**src/rtl/pipeline_hazard_ctrl.sv**
```systemverilog
// ---------------------------------------------------------------------------
// pipeline_hazard_ctrl
//
// Hazard and stall sequencer for the 5-stage RV32I pipeline. It produces the
// PC / IF/ID / ID/EX hold, the ID/EX bubble and the IF/ID flush controls, and
// the ID-stage early-branch forwarding selects. A four-state FSM covers the
// data-memory wait, load-use and branch-operand stalls, and the trap
// redirect drain. A free-running counter records the number of PC-hold cycles.
//
// Ports:
//   clk, rst            clock (rising edge), asynchronous active-high reset
//   id_rs1/id_rs2       source register indices of the ID instruction
//   id_use_rs1/rs2      ID instruction actually reads that operand
//   id_is_cond_branch   ID holds a conditional branch (resolved in ID)
//   ex_wreg/regwrite/memread   destination info of the EX instruction
//   mem_wreg/regwrite/memread  destination info of the MEM instruction
//   dmem_req/dmem_ready data-memory handshake of the MEM stage
//   branch_taken_id     early branch taken in ID
//   trap_ex             ecall/mret in EX, redirect issued this cycle
//   pc_keep, keep, nop, flush_ifid   pipeline control outputs
//   fwd_ex_sel/fwd_mem_sel  [1]=rs1, [0]=rs2 forwarding selects for ID
//   state               current FSM state (debug)
//   stall_cnt           count of cycles with pc_keep=1
// ---------------------------------------------------------------------------
module pipeline_hazard_ctrl #(
    parameter int unsigned TRAP_DRAIN_CYCLES = 2,
    parameter int unsigned CNT_W             = 32
) (
    input  logic             clk,
    input  logic             rst,
    input  logic [4:0]       id_rs1,
    input  logic [4:0]       id_rs2,
    input  logic             id_use_rs1,
    input  logic             id_use_rs2,
    input  logic             id_is_cond_branch,
    input  logic [4:0]       ex_wreg,
    input  logic             ex_regwrite,
    input  logic             ex_memread,
    input  logic [4:0]       mem_wreg,
    input  logic             mem_regwrite,
    input  logic             mem_memread,
    input  logic             dmem_req,
    input  logic             dmem_ready,
    input  logic             branch_taken_id,
    input  logic             trap_ex,
    output logic             pc_keep,
    output logic             keep,
    output logic             nop,
    output logic             flush_ifid,
    output logic [1:0]       fwd_ex_sel,
    output logic [1:0]       fwd_mem_sel,
    output logic [1:0]       state,
    output logic [CNT_W-1:0] stall_cnt
);

    typedef enum logic [1:0] {
        ST_RUN        = 2'd0,
        ST_MEM_WAIT   = 2'd1,
        ST_LDSTALL    = 2'd2,
        ST_TRAP_DRAIN = 2'd3
    } state_e;

    localparam logic [2:0] DRAIN_INIT = 3'(TRAP_DRAIN_CYCLES - 1);

    // A producing stage hits an operand when it writes the register the ID
    // instruction reads; x0 is hard-wired and never hits.
    function automatic logic reg_hit(input logic use_op, input logic wr_en,
                                     input logic [4:0] wreg, input logic [4:0] rs);
        reg_hit = use_op && wr_en && (wreg == rs) && (rs != 5'd0);
    endfunction

    state_e           state_q, state_d;
    state_e           sv_state_q, sv_state_d;
    logic [2:0]       cnt_q, cnt_d;
    logic [2:0]       sv_cnt_q, sv_cnt_d;
    logic [CNT_W-1:0] stall_cnt_q;

    logic ex_hit1_s, ex_hit2_s, mem_hit1_s, mem_hit2_s;
    logic mem_stall_s, load_use_s, br_mem_load_s;
    logic pc_keep_s, keep_s, nop_s, flush_s;

    assign ex_hit1_s  = reg_hit(id_use_rs1, ex_regwrite,  ex_wreg,  id_rs1);
    assign ex_hit2_s  = reg_hit(id_use_rs2, ex_regwrite,  ex_wreg,  id_rs2);
    assign mem_hit1_s = reg_hit(id_use_rs1, mem_regwrite, mem_wreg, id_rs1);
    assign mem_hit2_s = reg_hit(id_use_rs2, mem_regwrite, mem_wreg, id_rs2);

    assign mem_stall_s   = dmem_req && !dmem_ready;
    assign load_use_s    = (ex_hit1_s || ex_hit2_s) && ex_memread;
    assign br_mem_load_s = (mem_hit1_s || mem_hit2_s) && mem_memread && id_is_cond_branch;

    // Next-state and control decode; memory wait outranks everything and
    // parks the interrupted state/count so it can resume afterwards.
    always_comb begin
        state_d    = state_q;
        cnt_d      = cnt_q;
        sv_state_d = sv_state_q;
        sv_cnt_d   = sv_cnt_q;
        pc_keep_s  = 1'b0;
        keep_s     = 1'b0;
        nop_s      = 1'b0;
        flush_s    = 1'b0;
        case (state_q)
            ST_RUN: begin
                if (mem_stall_s) begin
                    pc_keep_s  = 1'b1;
                    keep_s     = 1'b1;
                    state_d    = ST_MEM_WAIT;
                    sv_state_d = ST_RUN;
                    sv_cnt_d   = 3'd0;
                end else if (trap_ex) begin
                    flush_s = 1'b1;
                    nop_s   = 1'b1;
                    state_d = ST_TRAP_DRAIN;
                    cnt_d   = DRAIN_INIT;
                end else if (load_use_s) begin
                    pc_keep_s = 1'b1;
                    keep_s    = 1'b1;
                    nop_s     = 1'b1;
                    // A branch also needs the load out of MEM before it can
                    // compare in ID, hence the extra LDSTALL cycle.
                    if (id_is_cond_branch) begin
                        state_d = ST_LDSTALL;
                        cnt_d   = 3'd0;
                    end else begin
                        state_d = ST_RUN;
                    end
                end else if (br_mem_load_s) begin
                    pc_keep_s = 1'b1;
                    keep_s    = 1'b1;
                    nop_s     = 1'b1;
                end else if (branch_taken_id) begin
                    flush_s = 1'b1;
                end else begin
                    state_d = ST_RUN;
                end
            end
            ST_MEM_WAIT: begin
                // The completing cycle releases the pipeline; the saved state
                // takes over from the next cycle.
                if (dmem_ready) begin
                    state_d = sv_state_q;
                    cnt_d   = sv_cnt_q;
                end else begin
                    pc_keep_s = 1'b1;
                    keep_s    = 1'b1;
                end
            end
            ST_LDSTALL: begin
                if (mem_stall_s) begin
                    pc_keep_s  = 1'b1;
                    keep_s     = 1'b1;
                    state_d    = ST_MEM_WAIT;
                    sv_state_d = ST_LDSTALL;
                    sv_cnt_d   = cnt_q;
                end else begin
                    pc_keep_s = 1'b1;
                    keep_s    = 1'b1;
                    nop_s     = 1'b1;
                    state_d   = ST_RUN;
                end
            end
            ST_TRAP_DRAIN: begin
                // trap_ex is deliberately not looked at while draining.
                if (mem_stall_s) begin
                    pc_keep_s  = 1'b1;
                    keep_s     = 1'b1;
                    state_d    = ST_MEM_WAIT;
                    sv_state_d = ST_TRAP_DRAIN;
                    sv_cnt_d   = cnt_q;
                end else begin
                    flush_s = 1'b1;
                    nop_s   = 1'b1;
                    if (cnt_q == 3'd0) begin
                        state_d = ST_RUN;
                    end else begin
                        cnt_d = cnt_q - 3'd1;
                    end
                end
            end
            default: begin
                state_d = ST_RUN;
                cnt_d   = 3'd0;
            end
        endcase
    end

    // FSM, saved-context and stall-counter registers.
    always_ff @(posedge clk or posedge rst) begin
        if (rst) begin
            state_q     <= ST_RUN;
            cnt_q       <= 3'd0;
            sv_state_q  <= ST_RUN;
            sv_cnt_q    <= 3'd0;
            stall_cnt_q <= '0;
        end else begin
            state_q    <= state_d;
            cnt_q      <= cnt_d;
            sv_state_q <= sv_state_d;
            sv_cnt_q   <= sv_cnt_d;
            if (pc_keep_s) begin
                stall_cnt_q <= stall_cnt_q + CNT_W'(1);
            end else begin
                stall_cnt_q <= stall_cnt_q;
            end
        end
    end

    // Reset overrides the controls combinationally so the pipeline is
    // flushed and bubbled immediately, without waiting for a clock edge.
    assign pc_keep        = rst ? 1'b0 : pc_keep_s;
    assign keep           = rst ? 1'b0 : keep_s;
    assign nop            = rst ? 1'b1 : nop_s;
    assign flush_ifid     = rst ? 1'b1 : flush_s;
    // Load results are not available yet, so a load never forwards.
    assign fwd_ex_sel[1]  = !rst && ex_hit1_s && !ex_memread;
    assign fwd_ex_sel[0]  = !rst && ex_hit2_s && !ex_memread;
    assign fwd_mem_sel[1] = !rst && mem_hit1_s && !ex_hit1_s && !mem_memread;
    assign fwd_mem_sel[0] = !rst && mem_hit2_s && !ex_hit2_s && !mem_memread;
    assign state          = state_q;
    assign stall_cnt      = stall_cnt_q;

endmodule

```
**config.mk**
```make
export PLATFORM = sky130hd
export DESIGN_NAME = pipeline_hazard_ctrl
export DESIGN_NICKNAME = d
export VERILOG_FILES = /design/src/rtl/pipeline_hazard_ctrl.sv
export SDC_FILE = /design/constraint.sdc
export NUM_CORES = 1
export LEC_CHECK = 0
export ABC_CLOCK_PERIOD_IN_PS = 4270
export BUFFER_PORTS_ARGS = -buffer_cell sky130_fd_sc_hd__buf_2
export CAP_MARGIN = 20
export CORE_MARGIN = 2
export CORE_UTILIZATION = 35
export DETAILED_ROUTE_END_ITERATION = 16
export PLACE_DENSITY = 0.58
export SLEW_MARGIN = 5
export SYNTH_ARGS = -nofsm -noshare
export SYNTH_HDL_FRONTEND = slang
export SYNTH_SLANG_ARGS = --single-unit
```
**constraint.sdc**
```tcl
create_clock -name clk -period 4.27 [get_ports clk]
set_input_delay 0.6405 -clock clk [delete_from_list [all_inputs] [get_ports clk]]
set_output_delay 0.6405 -clock clk [all_outputs]
set_load 0.005 [all_outputs]
```
# After elaboration in Yosys (flattened, before gate mapping)
# Index checks and enable logic that the tools add are counted.
# W data, S select, Z words.
[word_totals] output_inout_bits=42 elab_cells=119 latchBits=0 mem_bits_ro=0 reg_bits=42 memories=0 ramBits=0 input_bits=33
[op_classes] div_mod_pow=0 reduce_logical=46 eq_ne=20 mul=0 n_addsub=2 n_lt_le_gt_ge=0 n_shift=0 muxes=46 bitwise=0
[op_table] operator="$add A32 B1 Y32 const B" count=1
[op_table] operator="$mux W3" count=9
[op_table] operator="$logic_and A1 B1 Y1" count=26
[op_table] operator="$mux W2" count=12
[op_table] operator="$eq A5 B5 Y1" count=4
[op_table] operator="$mux W1" count=18
[op_table] operator="$ne A2 B2 Y1 const B" count=7
[op_table] operator="$ne A5 B5 Y1 const B" count=2
[op_table] operator="$reduce_bool A5 Y1" count=2
[op_table] operator="$ne A3 B3 Y1 const B" count=3
[op_table] operator="$pmux W3 S3" count=1
[op_table] operator="$pmux W2 S4" count=1
[op_table] operator="$reduce_and A4 Y1" count=2
[op_table] operator="$reduce_and A7 Y1" count=1
[op_table] operator="$logic_not A1 Y1" count=6
[op_table] operator="$pmux W2 S3" count=1
[op_table] operator="$pmux W3 S2" count=1
[op_table] operator="$reduce_bool A3 Y1" count=2
[op_table] operator="$eq A2 B2 Y1 const B" count=2
[op_table] operator="$pmux W1 S2" count=2
[op_table] operator="$pmux W1 S4" count=1
[op_table] operator="$logic_not A3 Y1" count=1
[op_table] operator="$reduce_and A3 Y1" count=1
[op_table] operator="$sub A3 B1 Y3 const B" count=1
[op_table] operator="6 further kinds" count=7

# Logic depth before layout (Yosys ltp)
# Gate-level depths: netlist of the first run.
[depth] ltp_word=12 depth_mapped=9 mapped_depth_nobuf=8

# Least setup slack after synthesis of the first run
# No wires, ideal clock.
[synth_timing] kind="in2out" from="input port id_rs2[4]" to="output port pc_keep" slack_ps=1480 required_time_ps=3629 cell_stages=8 path_buffers=2 t_arrival_ps=2149 cell_sequence="xor2_1 -> nor4_1 -> nand4_1 -> a211oi_2 -> nor3b_2 -> buf_2 -> nor3_1 -> buf_4"
[synth_via] elab_chain_cells=12 word_cells_on_any_way=18 classes_between="2 x eq/ne; 6 x mux; 10 x reduce/logical"
[synth_rtl] element="start: declaration" line_no="32" rtl="input logic [4:0] id_rs2,"
[synth_rtl] element="$eq A5 B5 Y1" line_no="69" rtl="reg_hit = use_op && wr_en && (wreg == rs) && (rs != 5'd0);"
[synth_rtl] element="$logic_and A1 B1 Y1 (2 in series)" line_no="69"
[synth_rtl] element="$logic_or A1 B1 Y1" line_no="89" rtl="assign br_mem_load_s = (mem_hit1_s || mem_hit2_s) && mem_memread && id_is_cond_branch;"
[synth_rtl] element="$logic_and A1 B1 Y1 (2 in series)" line_no="89"
[synth_rtl] element="$mux W1"
[synth_rtl] element="$mux W1 (*) (3 in series)"
[synth_rtl] element="$pmux W1 S4 (*)"
[synth_rtl] element="$mux W1 (*)"
[synth_rtl] element="end: declaration" line_no="46" rtl="output logic pc_keep,"
# Mark *: on every way between the ends. The rest lies on a longest branch, timed or not.

# Worst setup path in the final report of the first run
[layout_timing] from="input port id_rs2[4]" to="output port pc_keep"
[layout_via] elab_chain_cells=12 word_cells_on_any_way=18 classes_between="2 x eq/ne; 6 x mux; 10 x reduce/logical"
[layout_rtl] element="$eq A5 B5 Y1" line_no="69"
[layout_rtl] element="$logic_and A1 B1 Y1 (2 in series)" line_no="69"
[layout_rtl] element="$logic_or A1 B1 Y1" line_no="89"
[layout_rtl] element="$logic_and A1 B1 Y1 (2 in series)" line_no="89"
[layout_rtl] element="$mux W1" line_no="127" rtl="end else if (br_mem_load_s) begin"
[layout_rtl] element="$mux W1 (*)" line_no="115" rtl="end else if (load_use_s) begin"
[layout_rtl] element="$mux W1 (*)" line_no="110" rtl="end else if (trap_ex) begin"
[layout_rtl] element="$mux W1 (*)" line_no="104" rtl="if (mem_stall_s) begin"
[layout_rtl] element="$pmux W1 S4 (*)" line_no="102" rtl="case (state_q)"
[layout_rtl] element="$mux W1 (*)" line_no="210" rtl="assign pc_keep = rst ? 1'b0 : pc_keep_s;"
# Marks and branches as above.

==> flow_metrics.env, run 1 <==
export IMPL_hold_viol=0
export IMPL_dp_final_hpwl_mm=4.81
export IMPL_cp_max_fo=32
export IMPL_r2r_setup_slack_ns=1.66
export IMPL_routed_wl_mm=6.62
export IMPL_yosysTopAreaCellShare=0.378
export IMPL_slew_headroom=0.440
export IMPL_grt_pass1_vias=2273
export IMPL_grt_max_degree=45
export IMPL_hold_buffers=0
export IMPL_yosys_area_top_type="dfrtp_1"
export IMPL_synth_edff_count=0
export IMPL_routed_via_count=2359
export IMPL_cp_arrival_ns=2.56
export IMPL_drive_gt1_frac=0.308
export IMPL_outcome="finished clean"
export IMPL_port_buffers=74
export IMPL_dieArea_um2=8660
export IMPL_clock_sinks=42
export IMPL_grt_setup_unrepaired="false"
export IMPL_grt_pass1_wl_mm=11.0
export IMPL_first_pass_iters=4
export IMPL_io_pins=75
export IMPL_crit_path_end_kind="primary output"
export IMPL_n_antenna_cell=0
export IMPL_synth_top_cells_by_count="42 x dfrtp_1, 41 x xor2_1, 26 x nand2_1"
export IMPL_hold_class="reg -> reg"
export IMPL_initial_core_util=0.359
export IMPL_path_class="in -> out"
export IMPL_clockBufferDepth=2
export IMPL_reg2reg_depth=7
export IMPL_die_h_um=93.1
export IMPL_cts_tree="done"
export IMPL_fmax_mhz=312
export IMPL_grt_overflow=0
export IMPL_ctsResizeCount=0
export IMPL_fin_crit_ns=3.20
export IMPL_r2r_end="stall_cnt[31]"
export IMPL_cts_setup_buffers=0
export IMPL_gp_congestion=0.913
export IMPL_path_clk_slew_ns=0.08
export IMPL_clk_latency_ns=0.30
export IMPL_syn_nets=328
export IMPL_power_density_nw_per_um2=465
export IMPL_grt_usage=0.159
export IMPL_hp_start="stall_cnt[31]"
export IMPL_endpoint="pc_keep"
export IMPL_maxSlewViolCount=0
export IMPL_synthTopCellsByArea="dfrtp_1 38%, xor2_1 13%, nor4_2 4.1%"
export IMPL_cp_startpoint="id_rs2[4]"
export IMPL_synth_seq_area_share=0.378
export IMPL_ys_types=53
export IMPL_viasPerCell=5.11
export IMPL_fin_crit_sh=0.750
export IMPL_leakage_nw=1.51
export IMPL_cts_buffers=5
export IMPL_core_um2=7730
export IMPL_tightest_slew_ns=0.840
export IMPL_async_flop_share=1.00
export IMPL_final_util=0.432
export IMPL_dp_slack_ns=1.10
export IMPL_drc_errors=0
export IMPL_finalSetupViolations=0
export IMPL_layout_setup_ws_ns=1.07
export IMPL_start_kind="input port"
export IMPL_h_tree_depth=2
export IMPL_tns_ns=0
export IMPL_ant_nets=0
export IMPL_syn_inst=287
export IMPL_ys_ff_latch=42
export IMPL_antenna_found_initial=0
export IMPL_yosysWarningCount=0
export IMPL_fin_nets=400
export IMPL_syn2layout_area_growth_pct=20.3
export IMPL_fp_row_count=32
export IMPL_r2r_start="state[1]"
export IMPL_post_drt_wl_per_cell_um=14.3
export IMPL_mappedNetlistArea_um2=2780
export IMPL_drv_cap=0
export IMPL_skew_ns=0.00932
export IMPL_root_buffer="clkbuf_8"
export IMPL_synth_most_common_cell="dfrtp_1"
export IMPL_drt_initial_drc_count=152
export IMPL_syn_avg_cell_area_um2=9.68
export IMPL_vdd_ir_drop_max_mv=0.257
export IMPL_synthFlopType="dfrtp_1"
export IMPL_dieWidth_um=93.1
export IMPL_required_ns=3.63
flip-flops by register name, indices dropped and copies added, names as in the netlist:
| register | cells |
|---|---|
| sv_state_q | 2 |
| stall_cnt | 32 |
| sv_cnt_q | 3 |
| cnt_q | 3 |
| state | 2 |
power by group:
part	internal [W]	leakage, nW	switching, W	total (W)
combinational	0.000267	0.944	0.000437	0.000705
sequential	0.000482	0.523	0.0000938	0.000576
clock	0.000130	0.0472	0.000143	0.000273
stage by stage:
step | power [W] | instance area (µm²) | cells | hold slack, ns
6_report | 0.00155 | 3340 | 462 | 0.464
5_1_grt | 0.00168 | 3340 | 462 | 0.476
2_1_floorplan | 0.00107 | 2780 | 287 | 0.449
3_3_place_gp | 0.00128 | 3250 | 454 | 0.451
4_1_cts | 0.00156 | 3340 | 462 | 0.471
3_5_place_dp | 0.00128 | 3250 | 454 | 0.460
routing by layer:
layer / vias up / track usage / part of all wire
li1: 1169 / - / -
met1: 1134 / 0.215 / 0.47
met2: 49 / 0.257 / 0.47
met3: 7 / 0.0371 / 0.045
met4: 0 / 0.0404 / 0.011
met5: - / 0 / 0
worst min-delay path by stage:
stage	to	slack, ns	cells after the start
global route	stall_cnt[31]	0.48	1
finish	stall_cnt[31]	0.46	1
floorplan	sv_cnt_q[0]	0.45	2
detailed placement	stall_cnt[31]	0.46	1
global placement	stall_cnt[31]	0.45	1
CTS	stall_cnt[31]	0.47	1
kinds of logic after synthesis:
kind of cell | count (synthesis) | share of synthesized area
flops | 42 | 0.378
buf+inv | 19 | 0.0306
mux | 4 | 0.0149
fa+ha+maj | 8 | 0.0360
simple gates | 127 | 0.282
compound gates | 36 | 0.0968
xor+xnor | 51 | 0.161
layout make-up:
cell class / instances / area (µm²)
Fill cell: 761 / 4390
Clock inverter: 2 / 12.5
Clock buffer: 6 / 82.6
Tap cell: 102 / 128
Multi-Input combinational cell: 226 / 1650
Sequential cell: 42 / 1050
Inverter: 7 / 26.3
Timing Repair Buffer: 77 / 393
worst max-delay path, stage by stage:
cell and delay (ns):
buf_2 0.12, xor2_1 0.16, nor4_1 0.28, nand4_1 0.24, a211oi_2 0.35, nor3b_4 0.07
buf_4 0.26, nor3_1 0.26, buf_2 0.16
cell usage in the layout, fill, tap and decap left out, types with 3 or more instances in the layout:
cell      netlist  final
buf_2           2     74
dfrtp_1        42     42
xor2_1         41     41
nand2_1        26     26
nor2_1         20     20
nor3_1         16     16
nand3_1        14     14
xnor2_1        10     10
nor4_2          9      9
o21ai_0         8      8
nand4_1         8      8
ha_1            8      8
inv_1           7      6
nor4_1          6      6
clkbuf_8        0      6
a21oi_1         5      5
and4_1          4      4
o21a_1          3      3
nor2b_1         3      3
a31oi_1         3      3
mux2i_1         3      3
o31ai_1         3      3
nor3b_1         3      3
nor3_2          3      3
buf_4           1      3
Note: power is estimated with default switching activity, not from simulation.
==> run 2: changes to the inputs <==
- ABC_CLOCK_PERIOD_IN_PS: 4270 -> 3100
- clock period: 4.27 -> 3.1 ns (I/O delays scaled with it)
==> run 2 against run 1 <==
Net effect:
- combinational power rose by 40%
- cell count is 0.22% higher
- global-route usage grew 0.84 points
- flip-flop and latch count unchanged
- clock skew shrank 0.0022 ns
- count of clock-buffer cells in the layout is the same
- power increased by 43%
- core utilization grew 0.29 points
- sequential share of layout area fell by 0.21 points
- register-to-register slack got worse by 0.87 ns
- critical path type unchanged
==> flow_metrics.env, run 2 (synthesis gave the netlist of run 1 again) <==
export IMPL_fin_nets=401
export IMPL_vdd_ir_drop_max_mv=0.298
export IMPL_seqPwrFrac=0.358
export IMPL_hold_class="in -> async"
export IMPL_fp_row_count=32
export IMPL_grt_pass1_wl_mm=11.7
export IMPL_layout_common_cells="74 x buf_2, 42 x dfrtp_1, 41 x xor2_1"
export IMPL_dieArea_um2=8660
export IMPL_leakage_nw=1.52
export IMPL_grt_usage=0.167
export IMPL_drv_cap=0
export IMPL_clockBufferDepth=2
export IMPL_finalSetupViolations=0
export IMPL_grt_overflow=0
export IMPL_p_sw_frac=0.422
export IMPL_initial_core_util=0.359
export IMPL_port_buffers=74
export IMPL_cts_setup_buffers=0
export IMPL_hold_buffers=0
export IMPL_final_common_cell="buf_2"
export IMPL_ant_nets=0
export IMPL_dp_slack_ns=0.389
export IMPL_clock_power_share=0.199
export IMPL_cp_arrival_ns=2.21
export IMPL_drt_initial_drc_count=151
export IMPL_outcome="finished clean"
export IMPL_cts_buffers=5
export IMPL_drc_errors=0
export IMPL_crit_path_end_kind="primary output"
export IMPL_p_switching_w=0.000939
export IMPL_required_ns=2.63
export IMPL_layout_setup_ws_ns=0.425
export IMPL_antenna_found_initial=0
export IMPL_h_tree_depth=2
export IMPL_clock_sinks=42
export IMPL_routed_wl_mm=6.80
export IMPL_gp_congestion=0.882
export IMPL_skew_ns=0.00714
export IMPL_largest_reg_flops=32
export IMPL_fmax_mhz=374
export IMPL_grt_setup_unrepaired="false"
export IMPL_slowest_stage="nor3_1"
export IMPL_first_pass_iters=4
export IMPL_routed_via_count=2345
export IMPL_syn2layout_area_growth_pct=21.1
export IMPL_core_um2=7730
export IMPL_tns_ns=0
export IMPL_placed_area_um2=3250
export IMPL_fin_crit_ns=2.68
export IMPL_clk_latency_ns=0.30
export IMPL_path_clk_slew_ns=0.08
export IMPL_grt_pass1_vias=2365
export IMPL_cts_tree="done"
export IMPL_internal_power_w=0.00128
export IMPL_io_pins=75
export IMPL_final_util=0.435
export IMPL_worstPathCellList="buf_2 > xor2_1 > nor4_1 > and4_1 > o21ai_1 > nor3b_4 > nor3_1 > buf_2"
export IMPL_root_buffer="clkbuf_8"
export IMPL_path_class="in -> out"
export IMPL_fill_cells=783
export IMPL_p_comb_frac=0.443
export IMPL_viasPerCell=5.06
export IMPL_n_antenna_cell=0
export IMPL_cp_max_fo=5
export IMPL_post_drt_wl_per_cell_um=14.7
export IMPL_die_h_um=93.1
export IMPL_dp_final_hpwl_mm=4.99
export IMPL_tightest_slew_ns=0.639
export IMPL_drive_gt1_frac=0.307
export IMPL_hold_viol=0
export IMPL_power_density_nw_per_um2=661
export IMPL_ctsResizeCount=0
export IMPL_cp_slowest_stage_delay_ns=0.36
export IMPL_slew_headroom=0.570
export IMPL_grt_max_degree=43
export IMPL_maxSlewViolCount=0
export IMPL_finalInstanceArea_um2=3360
export IMPL_dieWidth_um=93.1
export IMPL_start_kind="input port"
export IMPL_crit_top_cell="buf_2"
export IMPL_fin_crit_sh=0.863
run 2: cell types whose count changed in the layout (fill, tap and decap cells not counted):
cell / delta
clkbuf_1: +1
clkinv_2: -1
bufinv_16: +1
clkbuf_8: -1
buf_4: +1
run 2: cell type report:
| class | count | area, µm² | area share |
|---|---|---|---|
| clock buffer | 6 | 72.6 | 0.0216 |
| clock inverter | 2 | 37.5 | 0.0112 |
| inverter | 7 | 26.3 | 0.00781 |
| multi-input combinational | 226 | 1650 | 0.490 |
| sequential | 42 | 1050 | 0.313 |
| tap | 102 | 128 | 0.0379 |
| timing repair buffer | 78 | 400 | 0.119 |
run 2: layer usage:
layer  wire length (µm)  GRT usage  part of all wire
met2               3260      0.274              0.48
met1               3160      0.226              0.46
met3                334     0.0435             0.049
met5                  0          0                 0
met4                 45     0.0306            0.0066
run 2: power by group through the flow:
stage / sequential [W] / combinational (W) / clock (W)
detailed placement: 0.000803 / 0.000991 / 0
global placement: 0.000800 / 0.000986 / 0
floorplan: 0.000786 / 0.000683 / 0
global route: 0.000821 / 0.00109 / 0.000473
finish: 0.000796 / 0.000986 / 0.000441
CTS: 0.000796 / 0.000995 / 0.000454
run 2: critical path, delay by kind of cell:
family,cells,cell delay (ns)
AO/OA/AOI/OAI,1,0.10
XOR/XNOR,1,0.17
buffers and inverters,2,0.31
AND/OR/NAND/NOR,4,1.17
run 2: path summary, 6_finish.rpt:
| path | from | endpoint | slack (ns) | depth (start not counted) |
|---|---|---|---|---|
| min in group clk | stall_cnt[31] | stall_cnt[31] | 0.47 | 1 |
| max reg2reg | state[0] | stall_cnt[1] | 0.79 | 7 |
| min reg2reg | stall_cnt[31] | stall_cnt[31] | 0.47 | 1 |
| min | rst | state[0] | 0.38 | 3 |
| max in group asynchronous | rst | stall_cnt[14] | 2.35 | 3 |
| max | ex_wreg[4] | keep | 0.42 | 8 |
run 2: stage by stage:
stage          hold WS, ns  total power [W]  cells
3_5_place_dp         0.458          0.00179    455
6_report             0.383          0.00222    463
3_3_place_gp         0.453          0.00179    455
2_1_floorplan        0.449          0.00147    287
4_1_cts              0.403          0.00225    463
5_1_grt              0.445          0.00239    463
==> run 3: changes to the inputs <==
- CORE_ASPECT_RATIO: not set -> 0.75
==> run 3 against run 2 <==
Net effect:
- flip-flop and latch count did not move
- first-iteration DRC count fell by 30%
- wire length fell by 0.71%
- clock power fell by 18%
- count of clock-buffer cells in the layout rose by 1
- worst hold slack improved by 0.017 ns
- sequential share of layout area rose by 0.14 points
- clock skew barely moved
- critical path type unchanged
- largest cell class unchanged
- largest power group unchanged
==> flow_metrics.env, run 3 (synthesis gave the netlist of run 1 again) <==
export IMPL_cts_setup_buffers=0
export IMPL_finalInstanceArea_um2=3350
export IMPL_layout_common_cells="74 x buf_2, 42 x dfrtp_1, 41 x xor2_1"
export IMPL_grt_max_degree=43
export IMPL_slew_headroom=0.598
export IMPL_io_pins=75
export IMPL_path_clk_slew_ns=0.08
export IMPL_drive_gt1_frac=0.307
export IMPL_largest_reg_flops=32
export IMPL_port_buffers=74
export IMPL_cp_startpoint="id_rs2[4]"
export IMPL_tightest_slew_ns=0.597
export IMPL_drv_cap=0
export IMPL_die_h_um=81.2
export IMPL_cts_tree="done"
export IMPL_clock_sinks=42
export IMPL_clockBufferDepth=2
export IMPL_power_density_nw_per_um2=641
export IMPL_cts_buffers=5
export IMPL_routed_wl_mm=6.75
export IMPL_p_total_w=0.00215
export IMPL_finalSetupViolations=0
export IMPL_gp_congestion=0.887
export IMPL_ant_nets=0
export IMPL_fin_crit_ns=2.59
export IMPL_hold_class="in -> async"
export IMPL_root_buffer="clkbuf_8"
export IMPL_grt_pass1_wl_mm=11.0
export IMPL_cp_arrival_ns=2.12
export IMPL_viasPerCell=5.14
export IMPL_dp_final_hpwl_mm=5.13
export IMPL_path_class="in -> out"
export IMPL_skew_ns=0.00665
export IMPL_leakage_nw=1.52
export IMPL_final_util=0.431
export IMPL_h_tree_depth=2
export IMPL_grt_usage=0.160
export IMPL_maxSlewViolCount=0
export IMPL_core_um2=7780
export IMPL_antenna_found_initial=0
export IMPL_final_common_cell="buf_2"
export IMPL_grt_pass1_vias=2162
export IMPL_outcome="finished clean"
export IMPL_syn2layout_area_growth_pct=20.5
export IMPL_vdd_ir_drop_max_mv=0.380
export IMPL_fin_nets=401
export IMPL_fin_crit_sh=0.835
export IMPL_dieWidth_um=107
export IMPL_hold_buffers=0
export IMPL_r2r_start="state[0]"
export IMPL_routed_via_count=2395
export IMPL_placed_area_um2=3260
export IMPL_grt_setup_unrepaired="false"
export IMPL_crit_path_end_kind="primary output"
export IMPL_cp_max_fo=3
export IMPL_initial_core_util=0.357
export IMPL_grt_overflow=0
export IMPL_clk_latency_ns=0.29
export IMPL_required_ns=2.63
export IMPL_drt_initial_drc_count=105
export IMPL_tns_ns=0
export IMPL_fp_row_count=28
export IMPL_dieArea_um2=8670
export IMPL_first_pass_iters=4
export IMPL_drc_errors=0
export IMPL_fill_cells=817
export IMPL_fmax_mhz=387
export IMPL_hold_viol=0
export IMPL_n_antenna_cell=0
export IMPL_ctsResizeCount=0
export IMPL_start_kind="input port"
export IMPL_post_drt_wl_per_cell_um=14.5
==> run 3: power by group <==
part,internal [W],switching [W],leakage (nW),total [W]
sequential,0.000664,0.000130,0.523,0.000793
clock,0.000180,0.000182,0.0482,0.000361
combinational,0.000381,0.000610,0.949,0.000990
total,0.00122,0.000921,1.52,0.00215
==> run 3: through the flow <==
| step | instances | setup slack, ns | hold WS [ns] |
|---|---|---|---|
| 2_1_floorplan | 287 | 0.661 | 0.449 |
| 3_3_place_gp | 458 | 0.493 | 0.452 |
| 3_5_place_dp | 458 | 0.500 | 0.465 |
| 4_1_cts | 466 | 0.504 | 0.430 |
| 5_1_grt | 466 | 0.346 | 0.491 |
| 6_report | 466 | 0.513 | 0.400 |
==> run 3: critical path, cell delays in order <==
cell and delay (ns):
buf_2 0.12, xor2_1 0.17, nor4_1 0.27, nand4_1 0.21
a211oi_2 0.34, nor3b_4 0.08, nor3_1 0.30, buf_2 0.18
==> run 3: routing by layer <==
metal,global-route usage,part of all wire,up-vias,wire (µm)
met5,0,0,-,0
met4,0.0351,0.0055,0,37
met3,0.0305,0.046,5,312
met2,0.228,0.41,54,2770
met1,0.247,0.54,1159,3630
li1,-,-,1177,-
==> run 3: cell type report <==
| type | count | area [µm²] | share of cell area |
|---|---|---|---|
| inverters | 7 | 26.3 | 0.00785 |
| well taps | 105 | 131 | 0.0392 |
| repair buffers | 78 | 400 | 0.120 |
| multi-input cells | 226 | 1650 | 0.492 |
| clock buffers | 7 | 86.3 | 0.0258 |
| flip-flops and latches | 42 | 1050 | 0.314 |
| clock inverters | 1 | 5.00 | 0.00149 |
==> run 3: worst paths after layout <==
| kind | endpoint | slack, ns | cells after the start |
|---|---|---|---|
| setup / recovery | pc_keep | 0.51 | 8 |
| hold / removal | state[1] | 0.40 | 3 |
| setup reg to reg | stall_cnt[1] | 0.74 | 7 |
| hold reg to reg | stall_cnt[31] | 0.47 | 1 |
| max in group asynchronous | cnt_q[2] | 2.33 | 3 |
| min in group clk | stall_cnt[31] | 0.47 | 1 |
